$ cat src/rtl/vga_rx_monitor.sv
// VGA receive-side timing monitor: locks onto hsync/vsync, recovers the
// pixel position, flags timing errors and captures one probed pixel.
module vga_rx_monitor #(
  parameter int H_VIS        = 640,
  parameter int H_SYNC_START = 656,
  parameter int H_SYNC_END   = 752,
  parameter int H_TOTAL      = 800,
  parameter int V_VIS        = 480,
  parameter int V_SYNC_START = 490,
  parameter int V_TOTAL      = 525
) (
  input  logic        clk,
  input  logic        reset,
  input  logic        p_tick,
  input  logic        hsync,
  input  logic        vsync,
  input  logic [11:0] rgb,
  input  logic [9:0]  probe_x,
  input  logic [9:0]  probe_y,
  output logic [9:0]  x,
  output logic [9:0]  y,
  output logic        video_on,
  output logic        locked,
  output logic        h_err,
  output logic        v_err,
  output logic        frame_done,
  output logic [11:0] probe_rgb,
  output logic        probe_valid,
  output logic [7:0]  err_count
);

  localparam logic [9:0] HV  = 10'(H_VIS);
  localparam logic [9:0] HSS = 10'(H_SYNC_START);
  localparam logic [9:0] HSE = 10'(H_SYNC_END);
  localparam logic [9:0] HTL = 10'(H_TOTAL - 1);
  localparam logic [9:0] VV  = 10'(V_VIS);
  localparam logic [9:0] VSS = 10'(V_SYNC_START);
  localparam logic [9:0] VTL = 10'(V_TOTAL - 1);

  typedef enum logic [1:0] {
    SEARCH,
    HALIGN,
    VALIGN,
    LOCKED
  } state_t;

  state_t     state, state_n;
  logic [9:0] hcnt, vcnt;
  logic [9:0] hnext, vnext;
  logic [9:0] hc_n, vc_n;
  logic       hs_q, vs_q;
  logic       hwrap, vwrap;
  logic       hfall, vfall, at_hs;
  logic       h_bad, v_bad, h_e, v_e;
  logic       probe_hit;

  // hnext/vnext are the coordinates of the tick being sampled now
  assign hwrap = hcnt == HTL;
  assign vwrap = hwrap && (vcnt == VTL);
  assign hnext = hwrap ? '0 : hcnt + 10'd1;
  assign vnext = vwrap ? '0 : (hwrap ? vcnt + 10'd1 : vcnt);

  assign hfall = hs_q && !hsync;
  assign vfall = vs_q && !vsync;
  assign at_hs = hnext == HSS;

  assign h_bad = (hfall && !at_hs) || (hsync && at_hs) ||
                 (!hsync && (hnext == HSE));
  assign v_bad = (vfall && (vnext != VSS)) ||
                 (vsync && at_hs && (vnext == VSS));

  assign probe_hit = (hnext == probe_x) && (vnext == probe_y) &&
                     (probe_x < HV) && (probe_y < VV);

  always_comb begin
    state_n = state;
    hc_n    = hnext;
    vc_n    = vnext;
    h_e     = 1'b0;
    v_e     = 1'b0;
    unique case (state)
      SEARCH: begin
        if (hfall) begin
          hc_n    = HSS;
          state_n = HALIGN;
        end
      end
      HALIGN: begin
        if (hfall) begin
          hc_n = HSS;
          if (at_hs) state_n = VALIGN;
        end
      end
      VALIGN: begin
        if (hfall && !at_hs) begin
          hc_n    = HSS;
          state_n = HALIGN;
        end else if (vfall) begin
          vc_n    = VSS;
          state_n = LOCKED;
        end
      end
      LOCKED: begin
        h_e = h_bad;
        v_e = v_bad;
        if (h_bad || v_bad) state_n = SEARCH;
      end
    endcase
  end

  always_ff @(posedge clk or negedge reset) begin
    if (!reset) begin
      state       <= SEARCH;
      hcnt        <= '0;
      vcnt        <= '0;
      hs_q        <= 1'b1;
      vs_q        <= 1'b1;
      x           <= '0;
      y           <= '0;
      video_on    <= 1'b0;
      locked      <= 1'b0;
      h_err       <= 1'b0;
      v_err       <= 1'b0;
      frame_done  <= 1'b0;
      probe_rgb   <= '0;
      probe_valid <= 1'b0;
      err_count   <= '0;
    end else begin
      h_err      <= 1'b0;
      v_err      <= 1'b0;
      frame_done <= 1'b0;
      if (p_tick) begin
        state      <= state_n;
        hs_q       <= hsync;
        vs_q       <= vsync;
        hcnt       <= hc_n;
        vcnt       <= vc_n;
        x          <= hc_n;
        y          <= vc_n;
        locked     <= state_n == LOCKED;
        video_on   <= (state_n == LOCKED) && (hc_n < HV) && (vc_n < VV);
        h_err      <= h_e;
        v_err      <= v_e;
        frame_done <= (state == LOCKED) && (state_n == LOCKED) && vwrap;
        if ((h_e || v_e) && (err_count != 8'hFF))
          err_count <= err_count + 8'd1;
        if (state_n != LOCKED) begin
          probe_valid <= 1'b0;
        end else if ((state == LOCKED) && probe_hit) begin
          probe_rgb   <= rgb;
          probe_valid <= 1'b1;
        end
      end
    end
  end

endmodule

$ cat config.mk
export PLATFORM = sky130hd
export DESIGN_NAME = vga_rx_monitor
export DESIGN_NICKNAME = d
export VERILOG_FILES = /design/src/rtl/vga_rx_monitor.sv
export SDC_FILE = /design/constraint.sdc
export NUM_CORES = 1
export LEC_CHECK = 0
export BUFFER_PORTS_ARGS = -buffer_cell sky130_fd_sc_hd__buf_2
export CAP_MARGIN = 25
export CORE_MARGIN = 1.5
export CORE_UTILIZATION = 40
export DETAILED_ROUTE_END_ITERATION = 7
export PLACE_DENSITY = 0.7
export REMOVE_ABC_BUFFERS = 1
export SETUP_SLACK_MARGIN = 0.3
export SYNTH_ARGS = -nofsm -noshare
export SYNTH_HDL_FRONTEND = slang
export SYNTH_SLANG_ARGS = --single-unit
$ cat constraint.sdc
create_clock -name clk -period 7.5 [get_ports clk]
set_clock_uncertainty 0.05 [all_clocks]
set_input_delay 0.75 -clock clk [delete_from_list [all_inputs] [get_ports clk]]
set_output_delay 0.75 -clock clk [all_outputs]
set_load 0.01 [all_outputs]
# After elaboration in Yosys (flattened, before gate mapping)
# Cells that the tools add are included.
# classes
n_addsub	3
order_cmp	4
eq_ne	14
muxes	23
bitwise	1
n_reduce_logical	32
# op_table
cell	count
$mux W10	8
$eq A10 B10 Y1 const B	4
$add A10 B1 Y10 const B	2
$eq A10 B10 Y1	2
$lt A10 B10 Y1 const B	2
$lt A10 B9 Y1 const B	2
$pmux W10 S2	1
$logic_and A1 B1 Y1	18
$mux W2	6
$eq A10 B9 Y1 const B	1
$ne A10 B9 Y1 const B	1
$add A8 B1 Y8 const B	1
$ne A8 B8 Y1 const B	1
$pmux W2 S4	1
$mux W1	7
$eq A2 B2 Y1 const B	3
$logic_or A1 B1 Y1	5
$reduce_and A2 Y1	2
$logic_not A1 Y1	3
$reduce_and A3 Y1	1
$eq A2 B1 Y1 const B	1
$logic_not A2 Y1	1
$ne A2 B2 Y1 const B	1
$reduce_bool A2 Y1	1
other kinds (2)	2
# word_totals
ff_bits	50
in_bits	37
elab_cells	90

# Logic depth before layout (Yosys ltp)
# logic_depth
word_depth	14
depth_mapped	13
mapped_depth_nobuf	10

# Worst setup path after synthesis
# Ideal clock, no wire load.
# synth_path
kind	register -> register
start	register hcnt[1]
end	register err_count[1]
setup_ns	0.125
arrival_ns	3.565
t_required_ns	7.325
setup_slack_ns	3.760
stages_incl_launch_ff	13
cell_sequence	dfrtp_1 > ha_1 > clkbuf_1 > nand4_1 > buf_2 > nor3_1 > a31oi_1 > or4_1 > or4_4 > and3_1 > buf_6 > or2_4 > mux2_4
# synth_between
elab_chain_cells	11
elab_cells_between_ends	25
cone_classes	add/sub: 1; eq/ne: 5; mux: 5; reduce/logical: 14
# synth_rtl
element	line_no	source
start: declaration	48	logic [9:0] hcnt, vcnt;
start signal: assignment	136	hcnt <= hc_n;
$add A10 B1 Y10 / $eq A10 B10 Y1 (equally long branches)	60, 58	
$mux W10	60	assign hnext = hwrap ? '0 : hcnt + 10'd1;
$eq A10 B10 Y1	65	assign at_hs = hnext == HSS;
$logic_not A1 Y1	67	assign h_bad = (hfall && !at_hs) || (hsync && at_hs) ||
$logic_and A1 B1 Y1	67	
$logic_or A1 B1 Y1 (2 in a row)	67	
$mux W1	81	unique case (state)
$logic_or A1 B1 Y1 (*)	145	if ((h_e || v_e) && (err_count != 8'hFF))
$logic_and A1 B1 Y1 (*)	145	
$reduce_and A2 Y1 (no source line) (*)	-	
end signal: assignment	146	err_count <= err_count + 8'd1;
end: declaration	29	output logic [7:0] err_count
# Mark *: on every way between the ends. The rest lies on a longest branch, timed or not.
# A chain may end at the register's enable or synchronous reset.

# Worst setup path in the final report
# layout_path
start	register hcnt[0]
end	register probe_rgb[0]
# layout_between
elab_chain_cells	13
elab_cells_between_ends	35
cone_classes	add/sub: 1; eq/ne: 8; mux: 8; bitwise: 1; reduce/logical: 17
# layout_rtl
element	line_no	source
$add A10 B1 Y10 / $eq A10 B10 Y1 (equally long branches)	60, 58	
$mux W10	60	
$eq A10 B10 Y1	65	
$logic_not A1 Y1	67, 95	
$logic_and A1 B1 Y1	67, 95	
$logic_or A1 B1 Y1 (2 in a row)	67	
$logic_or A1 B1 Y1	106	if (h_bad || v_bad) state_n = SEARCH;
$mux W2	106	
$pmux W2 S4	81	
$ne A2 B2 Y1	147	if (state_n != LOCKED) begin
$not A1 Y1 (no source line)	-	
$reduce_and A3 Y1 (no source line) (*)	-	
end signal: assignment	150	probe_rgb <= rgb;
end: declaration	27	output logic [11:0] probe_rgb,
# Marked as above.

==> metrics.md <==
| Metric | Value |
|---|---|
| Tmin final | about 4.8 ns |
| Starting Density | approximately two fifths |
| Cells after DPL | between 500 and 600 |
| Die X | ~97 microns |
| Ranking of synthesized cells by area | dfrtp_1 34%, mux2_2 4.8%, xnor2_1 4.0% |
| Hold_buf cts | 0 |
| RSZ-0062 raised after global routing | false |
| Worst-path clk slew | around 0.11 ns |
| CP startpoint kind | flip-flop |
| Worst vdd ir | a little over 0.09 mV |
| Clk Latency, worst-skew pair | ~0.32 ns |
| Asr flop ratio synth | 100.0% |
| Power per cell area | about 210 mW/mm^2 |
| Leak | about 1.8 nW |
| Synth top area share | between 30% and 40% |
| Syn_area_per_cell | between 8 and 9 sq um |
| I/O Buffers | 82 |
| DIE HEIGHT | approximately 97 microns |
| Arrival time worst endpoint | ~5 ns |
| Synthesized flop and latch total | 50 |
| GRT Overall Usage | 20.96% |
| Post-DRT Antenna Nets | 0 |
| DR DRC count | 0 |
| TritonCTS Buffers | 5 |
| Synth Flop Type | dfrtp_1 |
| Post-CTS Resized | 0 |
| CTS Root Cell | clkbuf_8 |
| Total die area | 0.009352 sq mm |
| Synthesis Warnings | 0 |
| Worst Hold Class | reg2reg |
| First-pass GRT wire length | between 15,000 and 20,000 microns |
| Worst path cell trace | ha_1, nand4_1, nor3_1, a41oi_1, or4_1, o21ai_0, nand3_1, a211oi_2, mux2_2 |
| Final Setup Violations | 0 |
| Core footprint | between 0.008 and 0.009 sq mm |
| Post-placement cell area | a little under 0.004 sq mm |
| Status | complete, no violations |
| Final Hold Fails | 0 |
| Clock sink count | 50 |
| DR vias | 3,466 |
| Worst Path Required | 7.65 ns |
| Fill cells | ~840 |
| DPL Wire Length | roughly 7300 microns |
| Clock Tree Buf Depth | 2 |
| CP max FO | 12 |
| Wire per inst | roughly 17 microns |
| Routed WL | 9909 microns |
| Sequential share of the synthesized area | a little over a third |
| GRT overflow | 0 |
| Critical Path Sink Type | flip-flop |
| Vias per inst | 6.113 |
| Post-route insts no fill | roughly 570 |
| Final RePlAce weighted congestion | 0.9495 |
| TNS Setup | 0 ns |
| Share of cells above drive strength 1 | ~27% |
| Initial antenna violation count | 0 |
| Final period utilization | between 60% and 70% |
| Most frequent cells in the layout | 82 x buf_2, 48 x dfrtp_1, 28 x nand2_1, 25 x o21ai_0, 23 x nor2_1 |
| Worst slew margin | a little over a third |
| Post-synth top area cell | dfrtp_1 |
| Antenna Cells | 0 |
| Final Hold Slack | between 0.4 and 0.5 ns |
| Critical path's slowest cell | a211oi_2 |
| CTS tree | built |
| Commonest non-fill, non-tap cell in the layout | buf_2 |
| NumNets Final | between 400 and 500 |
| Fmax | between 0.2 and 0.25 GHz |
| Max cap viols | 0 |
| Row count | 34 |
| Area grow syn2layout | 15.21% |
| CP Class | reg2reg |
| First-pass DRT Iterations | 5 |
| Post-CTS Repair Setup Buffers | 0 |
| Worst Tran Pin Value | around 0.96 ns |
| Num ports | 83 |
| H-Tree Depth | 2 |
| Initial DRC Count | roughly 230 |
| Post-synth cell types | approximately 70 |
| Total power | between 0.8 and 0.9 mW |
| Synthesized area | between 0.003 and 0.004 sq mm |
| Vias in the first global route | 3,152 |
| Slowest cell delay on critical path | approximately 0.87 ns |
| Fin area | slightly above 0.004 sq mm |
| Max Slew Vio Count | 0 |
| Largest net degree at the start of global routing | 51 |
| Post-synth EDFFs | 0 |
| Cell count after synthesis | between 300 and 400 |
## synthesized netlist by cell type (3+ instances only)
library cell,instances
clkbuf_1,21
nor4_1,4
a21oi_1,19
nand4_1,9
a22o_1,3
or2_2,3
a211o_1,3
dfrtp_1,48
o211ai_1,5
xnor2_1,16
a21o_1,3
nand3_1,20
xor2_1,10
mux2i_1,4
nand2b_1,3
and3_1,7
or4_1,6
nand2_1,28
mux2_2,15
nor3_1,13
inv_1,11
o21ai_0,25
or3_1,8
o21a_1,4
o31ai_1,3
ha_1,4
a31oi_1,8
nor2_1,23
a211oi_1,5
nor2b_1,5
buf_6,3
o2111ai_1,5
## critical path: cells and delay by family, from the launching register on
family | cells | cell delay, ns
flops | 1 | 0.51
simple gates | 4 | 1.87
compound gates | 3 | 1.43
fa+ha+maj | 1 | 0.38
mux | 1 | 0.41
## sequential cells by signal (all words and copies together), names as in the netlist
register     flops
probe_rgb       12
hcnt            10
vcnt            10
err_count        8
state            2
frame_done       1
h_err            1
hs_q             1
locked           1
probe_valid      1
v_err            1
video_on         1
vs_q             1
## cell families after synthesis
kind of cell / share of synthesized area (%)
flops: 35.70
xor+xnor: 6.484
buf+inv: 4.952
mux: 6.377
simple gates: 23.87
fa+ha+maj: 1.425
compound gates: 21.20
## area by class of cell
cell class / instances / area [sq um] / area share (%)
multi-input cells: 305 / 2085 / 51.52
flip-flops and latches: 50 / 1254 / 30.98
repair buffers: 85 / 432.9 / 10.70
well taps: 108 / 135.1 / 3.340
clock buffers: 6 / 82.58 / 2.041
inverters: 11 / 41.29 / 1.020
clock inverters: 2 / 16.27 / 0.4020
## per-stage QoR
| step | setup WS [ns] | util (%) |
|---|---|---|
| 2_1_floorplan | 3.122 | - |
| 3_3_place_gp | 3.066 | 45.94 |
| 3_5_place_dp | 2.899 | 45.94 |
| 4_1_cts | 2.856 | 47.09 |
| 5_1_grt | 2.309 | 47.09 |
| 6_report | 2.729 | 47.09 |
## power breakdown
part	internal (mW)	total, mW	leakage [nW]	switching [mW]
Combinational	0.127	0.272	1.12	0.146
Sequential	0.306	0.393	0.636	0.0871
Clock	0.0763	0.178	0.0478	0.102
## worst paths after layout
check,startpoint,to,slack [ns],cells past startpoint
min in group asynchronous,reset,vcnt[8]$_DFFE_PN0P_,0.48,2
worst max-delay path,hcnt[0]$_DFFE_PN0P_,probe_rgb[0]$_DFFE_PN0P_,2.73,9
max in group asynchronous,reset,err_count[6]$_DFFE_PN0P_,6.49,2
worst min register to register,err_count[5]$_DFFE_PN0P_,err_count[5]$_DFFE_PN0P_,0.45,1
worst min-delay path,err_count[5]$_DFFE_PN0P_,err_count[5]$_DFFE_PN0P_,0.45,1
worst max register to register,hcnt[0]$_DFFE_PN0P_,probe_rgb[0]$_DFFE_PN0P_,2.73,9
## per-layer routing
layer | GRT usage, % | wire, microns | part of all wire, %
met5 | 0 | 0 | 0
met1 | 30.80 | 4435 | 45
met3 | 3.251 | 846 | 8.5
met2 | 31.47 | 4459 | 45
met4 | 6.912 | 167 | 1.7
Power figures use the tool's default switching activity.
